[src/rtl/referee_2_if.sv]
// Egress arbiter bus: four source FIFO read ports on one side, one downstream
// write port on the other, plus the arbiter's grant/idle status.
interface referee_2_if #(
    parameter int LINE_SIZE = 12
);
    logic [3:0]             empty_f_signal;
    logic [4*LINE_SIZE-1:0] data_out;
    logic                   almost_full_out;
    logic                   full_out;
    logic [3:0]             pop_signal;
    logic                   push_out;
    logic [LINE_SIZE-1:0]   data_in;
    logic [1:0]             grant;
    logic                   idle;

    modport slave (
        input  empty_f_signal, data_out, almost_full_out, full_out,
        output pop_signal, push_out, data_in, grant, idle
    );

    modport master (
        output empty_f_signal, data_out, almost_full_out, full_out,
        input  pop_signal, push_out, data_in, grant, idle
    );
endinterface

[src/rtl/referee_2.sv]
// Egress referee: drains four per-class FIFOs into one downstream FIFO, one line per cycle.
// Build option STRICT_PRIORITY_EN selects fixed priority (0 highest) instead of round-robin.
module referee_2 #(
    parameter int LINE_SIZE = 12
) (
    input  logic        clk,
    input  logic        reset_L,
    input  logic [3:0]  state,
    referee_2_if.slave  bus
);
    localparam int NUM_SRC = 4;
    localparam logic [3:0] ST_ACTIVE = 4'b1000;

    logic [3:0]           pop_q;
    logic                 push_q;
    logic [LINE_SIZE-1:0] data_q;
    logic [1:0]           grant_q;
    logic                 idle_q;
    logic                 inflight;
    logic [1:0]           sel;
    logic                 found;
    logic                 can_pop;

`ifdef STRICT_PRIORITY_EN
    // Descending scan so the lowest non-empty index is written last and wins.
    always_comb begin
        sel   = '0;
        found = 1'b0;
        for (int i = NUM_SRC - 1; i >= 0; i--) begin
            if (!bus.empty_f_signal[i]) begin
                sel   = 2'(i);
                found = 1'b1;
            end
        end
    end
`else
    logic [1:0] rr;
    logic [1:0] idx;

    // Scan offsets 3..0 from rr; the smallest offset to a non-empty source wins.
    always_comb begin
        sel   = '0;
        found = 1'b0;
        idx   = '0;
        for (int i = NUM_SRC - 1; i >= 0; i--) begin
            idx = rr + 2'(i);
            if (!bus.empty_f_signal[idx]) begin
                sel   = idx;
                found = 1'b1;
            end
        end
    end

    always_ff @(posedge clk) begin
        if (!reset_L)
            rr <= '0;
        else if (can_pop)
            rr <= sel + 2'd1;
    end
`endif

    assign can_pop = (state == ST_ACTIVE) && !bus.almost_full_out && !bus.full_out && found;

    always_ff @(posedge clk) begin
        if (!reset_L) begin
            pop_q    <= '0;
            push_q   <= 1'b0;
            data_q   <= '0;
            grant_q  <= '0;
            idle_q   <= 1'b1;
            inflight <= 1'b0;
        end else begin
            pop_q    <= can_pop ? (4'b0001 << sel) : 4'b0000;
            inflight <= can_pop;
            if (can_pop)
                grant_q <= sel;
            // A line popped last cycle is pushed regardless of throttle or state.
            push_q <= inflight;
            if (inflight)
                data_q <= bus.data_out[grant_q*LINE_SIZE +: LINE_SIZE];
            idle_q <= (&bus.empty_f_signal) && !inflight;
        end
    end

    assign bus.pop_signal = pop_q;
    assign bus.push_out   = push_q;
    assign bus.data_in    = data_q;
    assign bus.grant      = grant_q;
    assign bus.idle       = idle_q;
endmodule

[src/flat_wrapper.sv]
// flat-port wrapper written by rule: the top's interface ports become plain ports
module referee_2_flat 
#(
    parameter int LINE_SIZE = 12
)
  (clk, reset_L, state, bus_empty_f_signal, bus_data_out, bus_almost_full_out, bus_full_out, bus_pop_signal, bus_push_out, bus_data_in, bus_grant, bus_idle);
  referee_2_if #(.LINE_SIZE(LINE_SIZE)) bus_i ();
  input  logic clk;
  input  logic reset_L;
  input  logic [3:0] state;
  input wire logic [$bits(bus_i.empty_f_signal)-1:0] bus_empty_f_signal;
  input wire logic [$bits(bus_i.data_out)-1:0] bus_data_out;
  input wire logic [$bits(bus_i.almost_full_out)-1:0] bus_almost_full_out;
  input wire logic [$bits(bus_i.full_out)-1:0] bus_full_out;
  output wire logic [$bits(bus_i.pop_signal)-1:0] bus_pop_signal;
  output wire logic [$bits(bus_i.push_out)-1:0] bus_push_out;
  output wire logic [$bits(bus_i.data_in)-1:0] bus_data_in;
  output wire logic [$bits(bus_i.grant)-1:0] bus_grant;
  output wire logic [$bits(bus_i.idle)-1:0] bus_idle;
  assign bus_i.empty_f_signal = bus_empty_f_signal;
  assign bus_i.data_out = bus_data_out;
  assign bus_i.almost_full_out = bus_almost_full_out;
  assign bus_i.full_out = bus_full_out;
  assign bus_pop_signal = bus_i.pop_signal;
  assign bus_push_out = bus_i.push_out;
  assign bus_data_in = bus_i.data_in;
  assign bus_grant = bus_i.grant;
  assign bus_idle = bus_i.idle;
  referee_2 #(.LINE_SIZE(LINE_SIZE)) u_core (.clk(clk), .reset_L(reset_L), .state(state), .bus(bus_i));
endmodule
[config.mk]
export PLATFORM = sky130hd
export DESIGN_NAME = referee_2_flat
export DESIGN_NICKNAME = d
export VERILOG_FILES = /design/src/rtl/referee_2_if.sv /design/src/rtl/referee_2.sv /design/src/flat_wrapper.sv
export SDC_FILE = /design/constraint.sdc
export NUM_CORES = 1
export LEC_CHECK = 0
export CAP_MARGIN = 20
export CORE_AREA = 2 2 76 49
export CTS_CLUSTER_DIAMETER = 200
export DETAILED_ROUTE_END_ITERATION = 6
export DIE_AREA = 0 0 78 51
export PLACE_DENSITY = 0.81
export SETUP_SLACK_MARGIN = 0.2
export SLEW_MARGIN = 20
export SYNTH_ARGS = -nofsm -noshare
export SYNTH_HDL_FRONTEND = slang
export SYNTH_SLANG_ARGS = --single-unit
[constraint.sdc]
create_clock -name clk -period 2.95 [get_ports clk]
set_input_delay 0.7375 -clock clk [delete_from_list [all_inputs] [get_ports clk]]
set_output_delay 0.7375 -clock clk [all_outputs]
set_load 0.01 [all_outputs]
# Word-level counts from Yosys, hierarchy flattened
# Index checks and enable logic that the tools add are counted.
[op_classes] mul=1 muxes=16 n_addsub=4 n_reduce_logical=9 shifts=2 n_eq_ne=1 n_lt_le_gt_ge=4
[op_table] cell="variable part select 48 x 7 -> 12 bit" count=1
[op_table] cell="< comparator 2 x 3 -> 1 bit (second input constant)" count=4
[op_table] cell="binary-select mux 1 bit (select 2 bit)" count=4
[op_table] cell="two-way mux 1 bit" count=8
[op_table] cell="two-way mux 2 bit" count=4
[op_table] cell="adder 2 x 1 -> 2 bit (second input constant)" count=2
[op_table] cell="adder 2 bit (second input constant)" count=2
[op_table] cell="== test 4 bit (second input constant)" count=1
[op_table] cell="logical AND 1 bit" count=4
[op_table] cell="multiplier 2 x 2 -> 4 bit (second input constant)" count=1
[op_table] cell="AND reduction 4 bit" count=1
[op_table] cell="left shift 1 x 2 -> 4 bit (first input constant)" count=1
[op_table] cell="zero test 1 bit" count=3
[op_table] cell="AND reduction 2 bit" count=1
[totals] wordCells=44 ff_bits=23 out_inout_bits=20

# Longest topological paths before layout
[depth] ltp_word=9 ltp_mapped=5 mapped_depth_nobuf=5

# Worst setup path before layout
# Ideal clock, no wire load.
[synth_timing] path_kind="input -> register" startpoint="in bus_empty_f_signal[2]" endpoint="reg u_core.rr[1]" path_slack_ns=1.349 path_stages=5 n_path_buf=0 t_arrival_ns=1.473 setup_ns=0.128 cell_sequence="inv_2 -> a211o_1 -> a22oi_4 -> xnor2_1 -> a21oi_1"
[synth_via] elab_chain_len=7 elab_cells_between_ends=18
[synth_lines] element="from (decl)" line_no="flat_wrapper.sv:11" source="input wire logic [$bits(bus_i.empty_f_signal)-1:0] bus_empty_f_signal;"
[synth_lines] element="binary-select mux 1 bit (select 2 bit)" line_no="referee_2.sv:47" source="if (!bus.empty_f_signal[idx]) begin"
[synth_lines] element="two-way mux 1 bit (implied by the code)" line_no="referee_2.sv:47"
[synth_lines] element="two-way mux 2 bit / two-way mux 1 bit (equally long branches) (4 in a row)" line_no="referee_2.sv:47"
[synth_lines] element="adder 2 x 1 -> 2 bit / logical AND 1 bit (equally long branches)" line_no="referee_2.sv:58, referee_2.sv:62"
[synth_lines] element="to (signal assigned)" line_no="referee_2.sv:58" source="rr <= sel + 2'd1;"
[synth_lines] element="to (decl)" line_no="referee_2.sv:37" source="logic [1:0] rr;"
# Parallel ways exist; a longest one is shown, timed or not. The select of a mux whose other input is x is not followed.
# A chain may end at the register's enable or synchronous reset.

# Worst setup path after layout
# Ends and elaborated chain as after synthesis.

==> summary.txt <==
Run status
  • Status: finished, final reports clean

Timing
  • Final Slew Violations: 0
  • Fmax achieved: 506.3 MHz
  • Setup total negative slack: 0 ps
  • Hold WS: 528.2 ps
  • Slew @ Worst Pin: 783.9 ps
  • Unrepaired setup endpoints after global routing: no
  • Worst clock skew: 0.9350 ps
  • Fin crit period: 1975 ps
  • Tcrit/Tclk final: 66.95%
  • Max-Slew Margin vs Limit: 47.67%
  • Post-route setup slack: 975.1 ps
  • Setup-failing EPs final: 0
  • Final Hold Fails: 0

Clocking
  • Worst-skew pair later-pin latency: 260 ps
  • Htree depth: 1
  • Number of buffers created by CTS: 3
  • CTS root buf: clkbuf_8
  • Reg clk slew, reported paths: 70 ps
  • Hold_buf cts: 0
  • CTS max path bufs: 2
  • Post-CTS Setup Bufs: 0
  • Resized Gates After CTS: 0
  • CTS tree: yes
  • Clock sinks: 23

Floorplanning
  • Die Width: 78 µm
  • Die Ht: 51 µm
  • FP Rows: 17
  • Core box area: 3403 µm²
  • Die ar.: 3978 µm²
  • # IOs: 80
  • Initial Utilization: 34.85%

Min path
  • HP Class: reg2reg

Yosys
  • Seq cells post-synth: 23
  • Mean cell area of the mapped netlist: 11.52 µm²
  • Sequential fraction of the synthesis area: 38.82%
  • Fraction of registers with async set/reset: 0%
  • Synth Warn #: 0
  • EDFF count, synth: 0
  • Syn_nets: 163
  • Dominant synthesized flop cell: dfxtp_1
  • Syn Std Cell Area: 1186 µm²
  • Cell variety after synth: 26
  • Synth Instances: 103

Place
  • Final GP Congestion: 0.7284
  • DPL Wire Length: 2.663 mm
  • Pre-CTS WS: 695.4 ps
  • IO buf count: 79

GRT
  • Initial antenna violation count: 0
  • Largest net degree at the start of global routing: 21
  • Global-route wire length before repair: 5.064 mm
  • Met2 usage: 30.17%
  • Layer with the highest usage: met2
  • Vias in the first global route: 1119
  • Met1 usage: 18.30%
  • Global Route met3 Usage: 5.830%
  • Global-route usage over all layers: 16.51%
  • Grt total ovfl: 0

Power and ir drop
  • PwrDens: 300.8 nW/µm²
  • Worst IR Drop VDD: 0.1882 mV
  • Pleak: 0.6860 nW
  • Final Power: 0.6213 mW

Job
  • Max Cap Violations: 0

Routing
  • DRC Markers: 0
  • Routed via count: 1085
  • DRT Pass-1 Iters: 4
  • Final WL: 3.303 mm
  • Routed Antenna Nets: 0
  • Detailed-route vias per instance: 4.759
  • Iter 0 DRT Violations: 17
  • DR WL/cell: 14.49 µm

Layout
  • Register area: 460.4 µm²
  • Most frequent cells in the layout: clkdlybuf4s50_1, dfxtp_1, nor2b_1, mux2i_1, mux4_2
  • Final layout net count: 242
  • Most common cell after layout, fill and taps aside: clkdlybuf4s50_1
  • Antenna diodes: 0
  • Fillcell total: 286
  • P&R area growth vs syn: 74.16%
  • Layout cells sized above 1: 11.60%
  • Multi-input logic area: 675.6 µm²

Critical path
  • Worst endpoint required time: 3090 ps
  • Top delay family on crit path: compound AO/OA/AOI/OAI gates
  • Worst Path Max Fanout: 6
  • CP bufs+invs: 2
  • CP Class: in2reg
  • Crit-path cells: clkdlybuf4s50_1, inv_2, a211o_1, a22oi_4, xnor2_1, a21oi_1
  • Startpoint Class: input port
  • Critical Path Sink Type: register
  • Crit-path slowest cell: clkdlybuf4s50_1
  • Critical Path AT: 2110 ps
  • Slowest stage delay, CP: 540 ps
-- kinds of logic (layout without fill, tap and decap cells) --
| kind of cell | count (synthesis) | after routing | synth area share, % |
|---|---|---|---|
| multiplexers | 26 | 26 | 34.60 |
| buffers and inverters | 12 | 90 | 4.218 |
| AO/OA/AOI/OAI | 12 | 12 | 7.490 |
| XOR/XNOR | 1 | 1 | 0.7385 |
| AND/OR/NAND/NOR | 29 | 29 | 14.14 |
| flip-flops | 23 | 23 | 38.82 |
-- where the power goes --
group | switching [mW] | internal, mW
Clock | 0.0901 | 0.0939
Combinational | 0.0305 | 0.0929
Sequential | 0.00146 | 0.312
-- worst min-delay path, cell delays in order, from the launching register on --
cell and delay (ps):
dfxtp_1 330, mux2i_1 70, nor2b_1 90
-- metal layers --
layer,vias to the layer above,routed length (µm),part of all wire [%]
li1,531,-,-
met2,49,1575,48
met5,-,0,0
met3,4,335,10
met4,0,42,1.3
met1,501,1350,41
-- flip-flops by register name, indices dropped and copies added, names as in the netlist --
name / count
u_core.bus.push_out: 1
u_core.bus.grant: 2
u_core.bus.idle: 1
u_core.bus.data_in: 12
u_core.bus.pop_signal: 4
u_core.inflight: 1
u_core.rr: 2
-- cell usage after synthesis (2+ instances only) --
cell      count  area (µm²)
dfxtp_1      23       460.4
nor3_1        2       10.01
nor2_1        5       18.77
o21ai_0       5       25.02
mux2i_1      14       140.1
and4_1        2       17.52
clkbuf_1      4       15.01
inv_1         4       15.01
mux4_2       12       270.3
a21oi_1       2       10.01
nor2b_1      15       93.84
-- worst paths after layout --
path / from / endpoint / slack, ps / cells past startpoint
hold / removal: u_core.bus.data_in[8] / u_core.bus.data_in[8] / 530 / 2
setup / recovery: bus_empty_f_signal[2] / u_core.rr[1] / 980 / 6
setup reg to reg: u_core.bus.grant[0] / u_core.bus.data_in[5] / 1450 / 4
hold reg to reg: u_core.bus.data_in[8] / u_core.bus.data_in[8] / 530 / 2
-- stage by stage --
stage	util, %	cells	cell area, µm²
floorplan	-	103	1186
global placement	59.34	224	2019
detailed placement	59.34	224	2019
CTS	60.70	228	2066
global route	60.70	228	2066
finish	60.70	228	2066
-- layout make-up --
class | count | share of cell area, %
clock inverter | 1 | 0.2423
inverter | 5 | 0.9085
tap | 47 | 2.847
sequential | 23 | 22.29
timing repair buffer | 81 | 39.01
multi-input combinational | 68 | 32.71
clock buffer | 3 | 1.999
(Power assumes the default switching activity.)
